===== src/rtl/cache_tag_ctrl.sv =====
// Tag and replacement controller for a 4-way fully associative cache with 16-byte lines.
// Read misses stall the pipeline and request a line fill; stores are write-through, no-allocate.
module cache_tag_ctrl (
    input  logic        clk_i,
    input  logic        rsn_i,
    input  logic        read_valid_i,
    input  logic [19:0] read_addr_i,
    input  logic        write_enable_i,
    input  logic [19:0] write_addr_i,
    input  logic        mem_data_ready_i,
    output logic [1:0]  read_hit_way_o,
    output logic [1:0]  write_hit_way_o,
    output logic [1:0]  lru_way_o,
    output logic        read_hit_o,
    output logic        write_hit_o,
    output logic        read_miss_o,
    output logic        mem_req_o,
    output logic [19:0] mem_addr_o,
    output logic        stall_o
);

    typedef enum logic {S_IDLE = 1'b0, S_FILL = 1'b1} state_t;

    state_t      r_state;
    state_t      w_state_next;
    logic        r_valid [4];
    logic [15:0] r_tag   [4];
    logic [1:0]  r_age   [4];
    logic [1:0]  r_victim;
    logic [15:0] r_fill_tag;

    logic [15:0] w_rd_tag;
    logic [15:0] w_wr_tag;
    logic [3:0]  w_rd_match;
    logic [3:0]  w_wr_match;
    logic [3:0]  w_invalid;
    logic [3:0]  w_oldest;
    logic [1:0]  w_rd_way;
    logic [1:0]  w_wr_way;
    logic [1:0]  w_idle_victim;
    logic        w_fill_done;
    logic        w_touch_en;
    logic [1:0]  w_touch_way;
    logic        w_unused;

    function automatic logic [1:0] first_set(input logic [3:0] v);
        logic [1:0] idx;
        idx = 2'd0;
        for (int i = 3; i >= 0; i--) begin
            if (v[i]) idx = 2'(i);
        end
        return idx;
    endfunction

    assign w_rd_tag = read_addr_i[19:4];
    assign w_wr_tag = write_addr_i[19:4];
    assign w_unused = ^{read_addr_i[3:0], write_addr_i[3:0]};

    generate
        for (genvar gi = 0; gi < 4; gi++) begin : g_way
            assign w_rd_match[gi] = r_valid[gi] && (r_tag[gi] == w_rd_tag);
            assign w_wr_match[gi] = r_valid[gi] && (r_tag[gi] == w_wr_tag);
            assign w_invalid[gi]  = !r_valid[gi];
            assign w_oldest[gi]   = (r_age[gi] == 2'd3);
        end
    endgenerate

    assign w_rd_way      = first_set(w_rd_match);
    assign w_wr_way      = first_set(w_wr_match);
    // Empty ways are consumed before any valid line is evicted.
    assign w_idle_victim = (|w_invalid) ? first_set(w_invalid) : first_set(w_oldest);
    assign w_fill_done   = (r_state == S_FILL) && mem_data_ready_i;

    always_ff @(posedge clk_i) begin
        if (!rsn_i) begin
            r_state <= S_IDLE;
        end else begin
            r_state <= w_state_next;
        end
    end

    always_comb begin
        w_state_next = r_state;
        case (r_state)
            S_IDLE:  if (read_valid_i && !(|w_rd_match)) w_state_next = S_FILL;
            S_FILL:  if (mem_data_ready_i) w_state_next = S_IDLE;
            default: w_state_next = S_IDLE;
        endcase
    end

    always_comb begin
        read_hit_o      = 1'b0;
        read_hit_way_o  = 2'd0;
        read_miss_o     = 1'b0;
        write_hit_o     = 1'b0;
        write_hit_way_o = 2'd0;
        lru_way_o       = r_victim;
        mem_req_o       = 1'b0;
        stall_o         = 1'b1;
        mem_addr_o      = {r_fill_tag, 4'h0};
        if (r_state == S_IDLE) begin
            read_hit_o      = read_valid_i && (|w_rd_match);
            read_hit_way_o  = read_hit_o ? w_rd_way : 2'd0;
            read_miss_o     = read_valid_i && !(|w_rd_match);
            write_hit_o     = write_enable_i && (|w_wr_match);
            write_hit_way_o = write_hit_o ? w_wr_way : 2'd0;
            lru_way_o       = w_idle_victim;
            stall_o         = read_miss_o;
        end else begin
            mem_req_o = 1'b1;
        end
    end

    // One recency update per cycle: fill completion wins over a read hit, which wins over a write hit.
    always_comb begin
        w_touch_en  = 1'b0;
        w_touch_way = 2'd0;
        if (w_fill_done) begin
            w_touch_en  = 1'b1;
            w_touch_way = r_victim;
        end else if (read_hit_o) begin
            w_touch_en  = 1'b1;
            w_touch_way = w_rd_way;
        end else if (write_hit_o) begin
            w_touch_en  = 1'b1;
            w_touch_way = w_wr_way;
        end
    end

    always_ff @(posedge clk_i) begin
        if (!rsn_i) begin
            r_victim   <= 2'd0;
            r_fill_tag <= 16'd0;
            for (int i = 0; i < 4; i++) begin
                r_valid[i] <= 1'b0;
                r_tag[i]   <= 16'd0;
                r_age[i]   <= 2'(i);
            end
        end else begin
            if (read_miss_o) begin
                r_victim   <= w_idle_victim;
                r_fill_tag <= w_rd_tag;
            end
            for (int i = 0; i < 4; i++) begin
                if (w_fill_done && (r_victim == 2'(i))) begin
                    r_valid[i] <= 1'b1;
                    r_tag[i]   <= r_fill_tag;
                end
                if (w_touch_en) begin
                    if (w_touch_way == 2'(i)) begin
                        r_age[i] <= 2'd0;
                    end else if (r_age[i] < r_age[w_touch_way]) begin
                        r_age[i] <= r_age[i] + 2'd1;
                    end
                end
            end
        end
    end

endmodule

===== config.mk =====
export PLATFORM = sky130hd
export DESIGN_NAME = cache_tag_ctrl
export DESIGN_NICKNAME = d
export VERILOG_FILES = /design/src/rtl/cache_tag_ctrl.sv
export SDC_FILE = /design/constraint.sdc
export NUM_CORES = 1
export LEC_CHECK = 0
export CAP_MARGIN = 20
export CELL_PAD_IN_SITES_DETAIL_PLACEMENT = 1
export CELL_PAD_IN_SITES_GLOBAL_PLACEMENT = 2
export CORE_ASPECT_RATIO = 2
export CORE_MARGIN = 4
export CORE_UTILIZATION = 37
export DETAILED_ROUTE_END_ITERATION = 6
export PLACE_DENSITY = 0.88
export REMOVE_ABC_BUFFERS = 1
export SYNTH_ARGS = -nofsm -noshare
export SYNTH_HDL_FRONTEND = slang
export SYNTH_SLANG_ARGS = --single-unit

===== constraint.sdc =====
create_clock -name clk_i -period 4.4 [get_ports clk_i]
set_clock_uncertainty 0.15 [all_clocks]
set_input_delay 0.88 -clock clk_i [delete_from_list [all_inputs] [get_ports clk_i]]
set_output_delay 0.88 -clock clk_i [all_outputs]
set_load 0.02 [all_outputs]

## After elaboration in Yosys (flattened, before gate mapping)

Memories as Yosys holds them, arrays and structs flattened.
Cells that the tools add are included.

- Flip-flop bits (word level): 19
- Bits in writable memories: 76
- Input bits: 45
- Output and inout bits: 31
- Logic and storage cells: 176
- Memories kept: 3

- Add/subtract/negate cells: 4
- Order comparisons: 4
- Equality and inequality tests: 18
- Multiplexer cells: 101
- Bitwise logic cells: 17
- Reduce and logical (&&, ||, !) cells: 26

Memories:

| name | words | bits a word | rd ports | clocked after Yosys merged registers in | write ports | RTL line | RTL |
|---|---|---|---|---|---|---|---|
| r_tag | 4 | 16 | 4 | 0 | 4 | 27 | `logic [15:0] r_tag [4];` |
| r_age | 4 | 2 | 5 | 0 | 4 | 28 | `logic [1:0] r_age [4];` |
| r_valid | 4 | 1 | 4 | 0 | 4 | 26 | `logic r_valid [4];` |

Operators with widths:

| cell | count |
|---|---|
| equality test 16 bit | 8 |
| two-way mux 2 bit | 33 |
| two-way mux 16 bit | 4 |
| two-way mux 1 bit | 63 |
| equality test 2 bit (second input constant) | 8 |
| logical AND 1 bit | 16 |
| OR 1 bit | 16 |
| OR reduction 4 bit | 3 |
| adder 2 x 1 -> 2 bit (second input constant) | 4 |
| < comparator 2 bit | 4 |
| logical NOT 1 bit | 5 |
| equality test 2 x 1 -> 1 bit (second input constant) | 2 |
| logical NOT 2 bit | 2 |
| one-hot mux 1 bit (2 select lines) | 1 |
| inverter 1 bit | 1 |

## Longest topological paths before layout

Gate-level depths: netlist of the first run.
An unclocked memory read counts as a cell.

- Depth in word-level cells: 18
- Depth in mapped cells: 13
- Depth with buffers taken out: 10

## Worst setup path before layout of the first run

No wires, ideal clock.

- Kind: input to register
- From: input port read_addr_i[17]
- To: memory r_age[1][0] (enable)
- Library setup time: 0.278 ns
- Data arrival time: 3.448 ns
- Data required time: 3.972 ns
- Path slack: 0.524 ns
- Stages: 13
- Buffers on the path: 3
- Path through: buf_2 > xor2_1 > nor4_1 > nand2_1 > or4_4 > a21boi_2 > a211oi_2 > buf_6 > mux2i_1 > mux2i_4 > buf_4 > a22oi_1 > nand4_1

RTL lines:

| item | RTL line | RTL |
|---|---|---|
| start: declaration | 7 | `input logic [19:0] read_addr_i,` |
| end: declaration | 28 |  |

## Worst setup path after layout of the first run

- From: input port read_addr_i[6]
- To: output port stall_o

- Cells in the longest elaborated chain, start to end: 6
- Elaborated cells between the ends (all ways): 12
- Classes of those cells: 4 x eq/ne; 1 x mux; 7 x reduce/logical

RTL lines:

| item | RTL line | RTL |
|---|---|---|
| equality test 16 bit | 61 | `assign w_rd_match[gi] = r_valid[gi] && (r_tag[gi] == w_rd_tag);` |
| logical AND 1 bit | 61 |  |
| OR reduction 4 bit (*) | 104 | `read_miss_o = read_valid_i && !(\|w_rd_match);` |
| logical NOT 1 bit (*) | 104 |  |
| logical AND 1 bit (*) | 104 |  |
| two-way mux 1 bit (*) | 101 | `if (r_state == S_IDLE) begin` |
| end: declaration | 19 | `output logic stall_o` |

Every way passes the cells marked *; elsewhere a longest branch is shown, timed or not.

==> metrics, run 1 <==
width of the die 96.4 um; most repeated library cell on the critical path sky130_fd_sc_hd__buf_4; nets@finish 703; Slew Limit Fails 0; proportion of synthesized chip area in sequential cells 0.455; top cell type by total area after synthesis sky130_fd_sc_hd__edfxtp_1; largest fanout on the critical path 3; peak clock frequency supported by timing about 230 MHz; number of instances in the synthesized netlist 533; final routed DRC violation total 0; Via density ~5.2; number of buffers added to fix hold violations after cts 0; power per standard cell area 309 nW/um2; critical-path cell with the highest stage delay sky130_fd_sc_hd__clkdlybuf4s50_1; most instantiated cells after synthesis 83 x sky130_fd_sc_hd__xor2_1, 73 x sky130_fd_sc_hd__edfxtp_1, 54 x sky130_fd_sc_hd__and2_1; largest net degree at the start of global routing 22; post-synthesis async set-or-reset flop share 0; static leakage power slightly below 3 nW; start-to-end type of the worst setup path in2out; RSZ-0062 raised after global routing no; YS warnings 0; Routed Antenna Nets 0; basic-gate share of the synthesized area counting and, or, nand and nor cells 0.198; maximum VDD drop approximately 0.20 mV; placed cell area 7040 um2; GRT Residual Overflow 0; cell types with the largest area share after synthesis sky130_fd_sc_hd__edfxtp_1 38%, sky130_fd_sc_hd__xor2_1 13%, sky130_fd_sc_hd__dfxtp_1 7.6%, sky130_fd_sc_hd__xnor2_1 6.8%, sky130_fd_sc_hd__and2_1 5.8%; Die H about 180 um; number of placed I/O pins 76; Antenna Cells 0; Skew-Pair Late Insertion Delay between 0.3 and 0.4 ns; number of max-capacitance violations reported 0; relative slew slack 0.417; proportion of layout cells with a drive suffix above 1 0.199; Synth cell types 58; result of the run complete, no violations; first-pass GRT wire length about 30 mm; floorplan core area ~15000 um2; length in cells of the worst reg-to-reg path 13; overall power after layout 2.33 mW; routed wire length 20.1 mm; cell breakdown of the critical path clkdlybuf4s50_1, buf_4, xnor2_1, nand4_1, nor4_2, buf_4, o2bb2ai_2, buf_4, nor3_1, a21o_1, clkdlybuf4s15_1; area of the die 17800 um2; vias after detailed routing 4490; FP Rows 64; number of enable-type register cells in the synthesized netlist 73; antenna violations before repair 0; length of the first detailed-routing pass in iterations 4; vias in the first global route 5168; effective utilization at floorplan 0.378; clock sink total 95; fraction of post-synthesis cell area in the top cell type by area 0.379; final period demand of the worst path 4.29 ns; kind of start point of the critical path primary input; number of cells on the worst hold path 2; Critical Path Sink Type output port; buffer depth of the longest clock path 2; Final Instance Area 7520 um2; final period utilization 0.976; global placement routability congestion 0.894; largest family of logic cells by synthesized area simple AND/OR/NAND/NOR gates; Synth Cell Area 5780 um2; area added between synthesis and finish 30.1%; class of the most critical hold timing path reg2reg; CTS clk-pin slew, worst paths 0.06 ns; CP Data Required Time ~3.4 ns; syn_area_per_cell 10.8 um2; Hold WS 0.427 ns; number of H-tree levels 3; Least-Margin Pin Slew 0.873 ns; Wirelength per Cell 23.5 um; Worst path max stage delay 0.45 ns; data arrival time of the critical path ~3.3 ns; IO Port Bufs 63; CTS root buffer sky130_fd_sc_hd__clkbuf_16; Synth Area in Compound Gates 0.0576; xor and xnor area share after synthesis 0.194; all-layer global routing usage 0.235; primary flip-flop cell chosen by synthesis mapping sky130_fd_sc_hd__edfxtp_1; adder and majority gate portion of the synthesized area 0.00865; HPWL reported at the end of detailed placement 15.2 mm; final hold violation count 0; number of endpoints failing setup at the final stage 0; Initial DRC Count 186; clock tree from TritonCTS yes; most frequent cell after synthesis sky130_fd_sc_hd__xor2_1; number of CTS-inserted buffers 9; total of flip-flops plus latches after synthesis 95; multiplexer area fraction after synthesis 0.0467
-- sequential cells by signal, summed over array words and instances (netlist names) --
name	count
r_age	8
r_fill_tag	16
r_state	1
r_tag	64
r_valid	4
r_victim	2
-- worst max-delay path, delay by kind of cell --
kind                      cells  cell delay (ns)
and+or+nand+nor               3             0.60
xor gates and xnor gates      1             0.20
AOI/OAI and AO/OA             2             0.33
buffers and inverters         5             1.25
-- power by group --
part	internal [mW]	total (mW)	switching [mW]	leakage, nW
sequential	1.00	1.05	0.0470	0.925
combinational	0.191	0.420	0.229	1.89
clock	0.499	0.857	0.358	0.152
-- routing by layer --
layer / track usage / up-vias / share of wire
met5: 0 / - / 0
met4: 0.142 / 0 / 0.060
met3: 0.0370 / 55 / 0.033
met2: 0.453 / 119 / 0.58
met1: 0.222 / 2216 / 0.33
li1: - / 2100 / -
-- timing repair --
item | in CTS | in global routing
gates cloned | 0 | 2
setup endpoints to repair | 16 | 19
pin swaps | 1 | 6
buffers inserted | 0 | 3
gates resized for setup | 16 | 20
-- cells by family after synthesis --
kind of cell / after synthesis
xor+xnor: 128
compound gates: 42
other cells: 1
simple gates: 193
buf+inv: 46
fa+ha+maj: 4
mux: 24
flops: 95
-- cell type report --
type	count	area (um2)
Tap cell	198	248
Sequential cell	95	2630
Inverter	11	41.3
Multi-Input combinational cell	397	3070
Clock inverter	7	97.6
Fill cell	1694	7770
Clock buffer	9	225
Timing Repair Buffer	140	1210
-- final timing paths --
check | slack, ns | from | end
setup / recovery | 0.11 | read_addr_i[6] | stall_o
hold / removal | 0.43 | r_fill_tag[15]$_SDFFE_PN0P_ | r_fill_tag[15]$_SDFFE_PN0P_
setup reg to reg | 0.71 | r_tag[1][3]$_SDFFCE_PN0P_ | r_age[0][0]$_SDFFCE_PN0P_
hold reg to reg | 0.43 | r_fill_tag[15]$_SDFFE_PN0P_ | r_fill_tag[15]$_SDFFE_PN0P_
-- cell usage in the layout (no fill, tap or decap), drive strengths merged, types with 21 or more instances in the layout --
master         count
nor2b             21
nand2             21
dfxtp             22
and2              54
mux2i             25
buf               77
edfxtp            73
xor2              83
xnor2             45
clkdlybuf4s50     52
-- through the flow --
step | std cells | setup WS, ns | utilization | TNS, ns
finish | 857 | 0.108 | 0.492 | 0
global route | 857 | 0.00596 | 0.492 | 0
CTS | 852 | 0.00939 | 0.483 | 0
detailed placement | 836 | -0.455 | 0.460 | -7.51
global placement | 836 | -0.388 | 0.460 | -6.40
floorplan | 501 | 0.521 | - | 0
Note: power is estimated with default switching activity, not from simulation.
==> run 2, diff against run 1 <==
--- a/config.mk
+++ b/config.mk
@@ -10,9 +10,9 @@
 export CELL_PAD_IN_SITES_GLOBAL_PLACEMENT = 2
 export CORE_ASPECT_RATIO = 2
 export CORE_MARGIN = 4
-export CORE_UTILIZATION = 37
+export CORE_UTILIZATION = 33
 export DETAILED_ROUTE_END_ITERATION = 6
-export PLACE_DENSITY = 0.88
+export PLACE_DENSITY = 0.84
 export REMOVE_ABC_BUFFERS = 1
 export SYNTH_ARGS = -nofsm -noshare
 export SYNTH_HDL_FRONTEND = slang
==> constraint.sdc (replaced) <==
create_clock -name clk_i -period 3.7 [get_ports clk_i]
set_clock_uncertainty 0.15 [all_clocks]
set_input_delay 0.74 -clock clk_i [delete_from_list [all_inputs] [get_ports clk_i]]
set_output_delay 0.74 -clock clk_i [all_outputs]
set_load 0.02 [all_outputs]
==> run 2 against run 1 <==
  * First-iteration DRC count shrank 19%
  * Worst hold slack gained 0.0050 ns
  * Clock power grew 16%
  * Register-to-register slack lost 0.59 ns
  * Sequential cell count is the same
  * Critical path depth grew 3
  * Largest cell class unchanged
  * Non-clock buffer count grew 3
  * Core utilization shrank 4.1 points
  * Die area grew 11%
  * Worst setup slack lost 0.056 ns
  * Sequential power grew 19%
  * Sequential share of layout area shrank 1.2 points
==> metrics, run 2 (synthesized netlist as in run 1, its figures left out) <==
class of the most critical hold timing path reg2reg (unchanged); power per standard cell area 357 nW/um2 (was 309 nW/um2); IO Port Bufs 63 (unchanged); final hold violation count 0 (unchanged); final routed DRC violation total 0 (unchanged); P_sw 789 uW (was 634 uW); vias after detailed routing 4598 (was 4490); number of max-capacitance violations reported 0 (unchanged); antenna violations before repair 0 (unchanged); number of endpoints failing setup at the final stage 0 (unchanged); number of placed I/O pins 76 (unchanged); FP Rows 68 (was 64); Least-Margin Pin Slew 0.794 ns (was 0.873 ns); number of CTS-inserted buffers 9 (unchanged); routed wire length 20.5 mm (was 20.1 mm); area of the die 19800 um2 (was 17800 um2); static leakage power 3.09 nW (was 2.97 nW); CTS clk-pin slew, worst paths 0.07 ns (was 0.06 ns); buffer depth of the longest clock path 2 (unchanged); effective utilization at floorplan 0.335 (was 0.378); nets@finish 704 (was 703); Hold WS 0.432 ns (was 0.427 ns); floorplan core area 17300 um2 (was 15300 um2); Initial DRC Count 150 (was 186); vias in the first global route 5149 (was 5168); proportion of power drawn by combinational gates 0.191 (was 0.180); Die H 195 um (was 185 um); final period utilization 0.986; Critical Path Sink Type register (was output port); width of the die 102 um (was 96.4 um); number of H-tree levels 3 (unchanged); relative slew slack 0.471 (was 0.417); number of buffers added to fix hold violations after cts 0 (unchanged); CTS root buffer sky130_fd_sc_hd__clkbuf_16 (unchanged); area added between synthesis and finish 34.8% (was 30.1%); global placement routability congestion 0.922 (was 0.894); Antenna Cells 0 (unchanged); all-layer global routing usage 0.209 (was 0.235); start-to-end type of the worst setup path in2reg (was in2out); most frequent standard cell in the layout excluding fill and tap cells sky130_fd_sc_hd__xor2_1 (unchanged); sequential group share of total power 0.451 (about the same); HPWL reported at the end of detailed placement 15.6 mm (was 15.2 mm); CP Data Required Time 3.62 ns (was 3.37 ns); Sw Share 0.284 (was 0.272); Wirelength per Cell 23.6 um (was 23.5 um); Slew Limit Fails 0 (unchanged); clock tree from TritonCTS yes (unchanged); placed cell area 7050 um2 (was 7040 um2); largest fanout on the critical path 7 (was 3); peak clock frequency supported by timing 274 MHz; Final Instance Area 7790 um2 (was 7520 um2); Routed Antenna Nets 0 (unchanged); first-pass GRT wire length 30.3 mm (was 30.1 mm); final period demand of the worst path 3.65 ns; result of the run complete, no violations (unchanged); Via density 5.29 (was 5.24); Clk network pwr share 0.358 (was 0.368); maximum VDD drop 0.222 mV (was 0.195 mV); proportion of layout cells with a drive suffix above 1 0.306 (was 0.199); kind of start point of the critical path primary input (unchanged); Largest register FFs 64 (unchanged); length of the first detailed-routing pass in iterations 4 (unchanged); largest net degree at the start of global routing 28 (was 22); register ranked first by flip-flop count r_tag (unchanged); GRT Residual Overflow 0 (unchanged); final core area utilization 0.451 (was 0.492); most frequent cells in the layout 76 x sky130_fd_sc_hd__xor2_1, 73 x sky130_fd_sc_hd__edfxtp_1, 69 x sky130_fd_sc_hd__buf_4 (was 83 x sky130_fd_sc_hd__xor2_1, 77 x sky130_fd_sc_hd__buf_4, 73 x sky130_fd_sc_hd__edfxtp_1); internal portion of total power 1.99 mW (was 1.69 mW); top flop regs r_tag: 64 flops, r_fill_tag: 16 flops, r_age: 8 flops (unchanged); Skew-Pair Late Insertion Delay 0.36 ns (was 0.35 ns); data arrival time of the critical path 3.57 ns (was 3.26 ns); clock sink total 95 (unchanged)
-- run 2: cell types whose count changed in the layout (fill, tap and decap cells not counted), sizes merged, moves of 3 or more --
cell,change
clkdlybuf4s50,-29
clkbuf,+25
buf,+6
clkdlybuf4s15,+5
dlymetal6s2s,-3
-- run 2: power groups by stage --
| stage | logic [mW] | registers [mW] | clock network [mW] |
|---|---|---|---|
| 6_report | 0.530 | 1.25 | 0.996 |
| 5_1_grt | 0.558 | 1.26 | 1.05 |
| 4_1_cts | 0.508 | 1.25 | 1.01 |
| 3_5_place_dp | 0.482 | 1.27 | 0 |
| 3_3_place_gp | 0.470 | 1.27 | 0 |
| 2_1_floorplan | 0.198 | 1.27 | 0 |
-- run 2: path summary, 6_finish.rpt --
check	depth (start not counted)	start	to	slack, ns
setup / recovery	14	write_addr_i[8]	r_age[3][0]$_DFFE_PP_	0.05
hold / removal	2	r_fill_tag[3]$_SDFFE_PN0P_	r_fill_tag[3]$_SDFFE_PN0P_	0.43
setup reg to reg	14	r_tag[2][3]$_SDFFCE_PN0P_	r_age[3][0]$_DFFE_PP_	0.12
hold reg to reg	2	r_fill_tag[3]$_SDFFE_PN0P_	r_fill_tag[3]$_SDFFE_PN0P_	0.43
-- run 2: layer usage --
metal | share of wire | vias to the layer above | global-route usage
li1 | - | 2091 | -
met1 | 0.33 | 2298 | 0.205
met2 | 0.55 | 150 | 0.394
met3 | 0.039 | 59 | 0.0265
met4 | 0.075 | 0 | 0.135
met5 | 0 | - | 0
-- run 2: timing repair --
action / in CTS / in global routing
endpoints found under the setup margin: 24 / 25
endpoints found under the hold margin: 0 / 0
buffers inserted: 3 / 4
pin swaps: 30 / 46
resized for setup: 106 / 84
-- run 2: critical path, cell delays in order --
cell                            delay [ns]
sky130_fd_sc_hd__dlygate4sd2_1        0.28
sky130_fd_sc_hd__xnor2_1              0.18
sky130_fd_sc_hd__nand4_1              0.16
sky130_fd_sc_hd__nor4_2               0.37
sky130_fd_sc_hd__buf_4                0.19
sky130_fd_sc_hd__a211oi_2             0.05
sky130_fd_sc_hd__o21ba_2              0.25
sky130_fd_sc_hd__a211oi_2             0.24
sky130_fd_sc_hd__buf_6                0.20
sky130_fd_sc_hd__mux2i_4              0.25
sky130_fd_sc_hd__mux2i_4              0.14
sky130_fd_sc_hd__buf_6                0.16
sky130_fd_sc_hd__o2111ai_2            0.16
sky130_fd_sc_hd__nand4b_1             0.19
-- run 2: stage by stage --
stage / cells / setup TNS (ns) / worst slack (ns) / power (mW)
floorplan: 501 / -0.0775 / -0.0387 / 1.47
global placement: 848 / -15.88 / -0.701 / 1.74
detailed placement: 848 / -19.52 / -0.901 / 1.75
CTS: 867 / -0.0194 / -0.00973 / 2.77
global route: 870 / -0.308 / -0.0419 / 2.87
finish: 870 / 0 / 0.0513 / 2.78
-- run 2: area by class of cell --
class                   count  area, um2
fillers                  1899       9480
multi-input cells         395       3400
flip-flops and latches     95       2630
repair buffers            143       1140
clock buffers              12        289
well taps                 210        263
inverters                  11       41.3
clock inverters             4       32.5
==> run 3, diff against run 2 <==
==> constraint.sdc (replaced) <==
create_clock -name clk_i -period 3.7 [get_ports clk_i]
set_clock_uncertainty 0.15 [all_clocks]
set_input_delay 0.74 -clock clk_i [delete_from_list [all_inputs] [get_ports clk_i]]
set_output_delay 0.74 -clock clk_i [all_outputs]
set_load 0.005 [all_outputs]
==> run 3 against run 2 <==
  * The run now ends with negative setup slack left
  * Final cell count is 1.8% higher
  * Sequential power hardly changed
  * Global-route usage is 1.0 points higher
  * Die area stayed put
  * Count of clock-buffer cells in the layout stayed put
  * Combinational power is 5.8% higher
  * Routed wire length is 4.3% higher
  * Non-clock buffer count is 15 higher
  * Power is 1.6% lower
  * Critical path type unchanged
==> metrics, run 3 (synthesized netlist as in run 1, its figures left out) <==
result of the run finished, violations left (was complete, no violations); failing checks negative setup slack; start-to-end type of the worst setup path in2reg (unchanged); Post-Route Setup TNS -1.77 ns (was 0 ns); clock sink total 95 (unchanged); nets@finish 720 (was 704); top flop regs r_tag: 64 flops, r_fill_tag: 16 flops, r_age: 8 flops (unchanged); effective utilization at floorplan 0.335 (unchanged); number of filler instances in the final layout 1839 (was 1899); final std cells w/o fill 886 (was 870); vias in the first global route 5303 (was 5149); vias after detailed routing 4664 (was 4598); buffer depth of the longest clock path 2 (unchanged); number of H-tree levels 3 (unchanged); Die H 195 um (unchanged); RSZ-0062 raised after global routing yes; CP Data Required Time 3.56 ns (was 3.62 ns); power per standard cell area 336 nW/um2 (was 357 nW/um2); class of the most critical hold timing path reg2reg (unchanged); Antenna Cells 0 (unchanged); relative slew slack 0.471 (about the same); final period demand of the worst path 3.90 ns (was 3.65 ns); global placement routability congestion 0.967 (was 0.922); first-pass GRT wire length 31.8 mm (was 30.3 mm); largest fanout on the critical path 6 (was 7); most frequent standard cell in the layout excluding fill and tap cells sky130_fd_sc_hd__buf_4 (was sky130_fd_sc_hd__xor2_1); length of the first detailed-routing pass in iterations 4 (unchanged); most frequent cells in the layout 77 x sky130_fd_sc_hd__buf_4, 73 x sky130_fd_sc_hd__edfxtp_1, 72 x sky130_fd_sc_hd__xor2_1 (was 76 x sky130_fd_sc_hd__xor2_1, 73 x sky130_fd_sc_hd__edfxtp_1, 69 x sky130_fd_sc_hd__buf_4); register ranked first by flip-flop count r_tag (unchanged); critical-path cell with the highest stage delay sky130_fd_sc_hd__o211ai_1 (was sky130_fd_sc_hd__nor4_2); Wirelength per Cell 24.2 um (was 23.6 um); clock tree from TritonCTS yes (unchanged); IO Port Bufs 63 (unchanged); number of placed I/O pins 76 (unchanged); number of max-capacitance violations reported 0 (unchanged); antenna violations before repair 0 (unchanged); sequential group share of total power 0.459 (was 0.451); routed wire length 21.4 mm (was 20.5 mm); area added between synthesis and finish 40.9% (was 34.8%); CTS root buffer sky130_fd_sc_hd__clkbuf_16 (unchanged); number of endpoints failing setup at the final stage 14 (was 0); Via density 5.26 (was 5.29); overall power after layout 2.74 mW (was 2.78 mW); HPWL reported at the end of detailed placement 15.4 mm (was 15.6 mm); area of the die 19800 um2 (unchanged); number of CTS-inserted buffers 9 (unchanged); proportion of power drawn by combinational gates 0.205 (was 0.191); largest net degree at the start of global routing 29 (was 28); Sw Share 0.287 (was 0.284); Critical Path Sink Type register (unchanged); peak clock frequency supported by timing 256 MHz (was 274 MHz); FP Rows 68 (unchanged); final hold violation count 0 (unchanged); P_sw 784 uW (was 789 uW); data arrival time of the critical path 3.77 ns (was 3.57 ns); CTS clk-pin slew, worst paths 0.06 ns (was 0.07 ns); Setup WS post-layout -0.205 ns (was 0.0513 ns); proportion of layout cells with a drive suffix above 1 0.345 (was 0.306); Least-Margin Pin Slew 0.793 ns (was 0.794 ns); width of the die 102 um (unchanged); internal portion of total power 1.95 mW (was 1.99 mW); all-layer global routing usage 0.219 (was 0.209); Slew Limit Fails 0 (unchanged); final routed DRC violation total 0 (unchanged); CP Buf/Inv Count 7 (was 4); length in cells of the worst reg-to-reg path 16 (was 14); family of cells with the greatest summed delay on the critical path buffers and inverters (unchanged); static leakage power 3.20 nW (was 3.09 nW); Clk network pwr share 0.336 (was 0.358); Skew-Pair Late Insertion Delay 0.36 ns (about the same); final core area utilization 0.472 (was 0.451); number of cells on the worst hold path 2 (unchanged); Final Instance Area 8150 um2 (was 7790 um2); floorplan core area 17300 um2 (unchanged); Largest register FFs 64 (unchanged); placed cell area 7070 um2 (was 7050 um2); GRT Residual Overflow 0 (unchanged); final period utilization 1.06 (was 0.986); Routed Antenna Nets 0 (unchanged); Hold WS 0.423 ns (was 0.432 ns); kind of start point of the critical path primary input (unchanged); Initial DRC Count 196 (was 150); maximum VDD drop 0.209 mV (was 0.222 mV); Setup Slack @ Placement -0.962 ns (was -0.901 ns); number of buffers added to fix hold violations after cts 0 (unchanged); WP depth 17 (was 14); cell breakdown of the critical path dlygate4sd2_1, buf_6, xor2_1, nor4_1, nand4_1, buf_4, o2bb2ai_4, o31ai_4, buf_4, a211oi_4, buf_12, buf_6, mux2i_4, mux2i_4, buf_12, a31oi_4, o211ai_1 (was dlygate4sd2_1, xnor2_1, nand4_1, nor4_2, buf_4, a211oi_2, o21ba_2, a211oi_2, buf_6, mux2i_4, mux2i_4, buf_6, o2111ai_2, nand4b_1); instance count after placement with tap cells included 849 (was 848); Worst path max stage delay 0.34 ns (was 0.37 ns)
==> run 3: worst paths after layout <==
| kind | start | to | slack, ns |
|---|---|---|---|
| worst max-delay path | read_addr_i[19] | r_age[0][0]$_SDFFCE_PN0P_ | -0.20 |
| worst max register to register | r_tag[3][13]$_SDFFCE_PN0P_ | r_age[0][0]$_SDFFCE_PN0P_ | -0.06 |
| worst min-delay path | r_fill_tag[12]$_SDFFE_PN0P_ | r_fill_tag[12]$_SDFFE_PN0P_ | 0.42 |
| worst min register to register | r_fill_tag[12]$_SDFFE_PN0P_ | r_fill_tag[12]$_SDFFE_PN0P_ | 0.42 |
==> run 3: worst reg2reg max path, cell delays in order, from the launching register on <==
cell                        delay, ns
sky130_fd_sc_hd__edfxtp_1        0.47
sky130_fd_sc_hd__xnor2_2         0.21
sky130_fd_sc_hd__buf_4           0.16
sky130_fd_sc_hd__nand4_1         0.17
sky130_fd_sc_hd__nor4_2          0.31
sky130_fd_sc_hd__buf_4           0.17
sky130_fd_sc_hd__o2bb2ai_4       0.14
sky130_fd_sc_hd__o31ai_4         0.10
sky130_fd_sc_hd__buf_4           0.16
sky130_fd_sc_hd__a211oi_4        0.24
sky130_fd_sc_hd__buf_12          0.18
sky130_fd_sc_hd__buf_6           0.11
sky130_fd_sc_hd__mux2i_4         0.07
sky130_fd_sc_hd__mux2i_4         0.19
sky130_fd_sc_hd__buf_12          0.16
sky130_fd_sc_hd__a31oi_4         0.10
sky130_fd_sc_hd__o211ai_1        0.34
==> run 3: metal layers <==
metal  GRT usage  share of wire  wire (um)  up-vias
li1            -              -          -     2121
met3      0.0315          0.033        708       62
met4       0.149          0.079       1690        0
met2       0.406           0.56      12000      149
met1       0.215           0.33       6980     2332
met5           0              0          0        -
==> run 3: layout make-up <==
class,count,area (um2),area share
multi-input combinational,396,3590,0.440
sequential,95,2630,0.323
timing repair buffer,158,1340,0.164
tap,210,263,0.0322
clock buffer,12,256,0.0315
inverter,11,41.3,0.00507
clock inverter,4,28.8,0.00353
==> run 3: power groups by stage <==
stage                     clock network, mW  registers, mW  logic (mW)
final                                 0.918           1.26       0.561
after global routing                  0.971           1.26       0.590
after CTS                             0.928           1.25       0.507
after detailed placement                  0           1.27       0.462
after global placement                    0           1.27       0.453
after floorplan                           0           1.26       0.192
==> run 3: repair_timing <==
| item | in CTS | in global routing |
|---|---|---|
| resized for setup | 182 | 71 |
| setup endpoints to repair | 24 | 25 |
| pin swaps | 49 | 39 |
| gates cloned | 1 | 0 |
| buffers inserted | 10 | 14 |
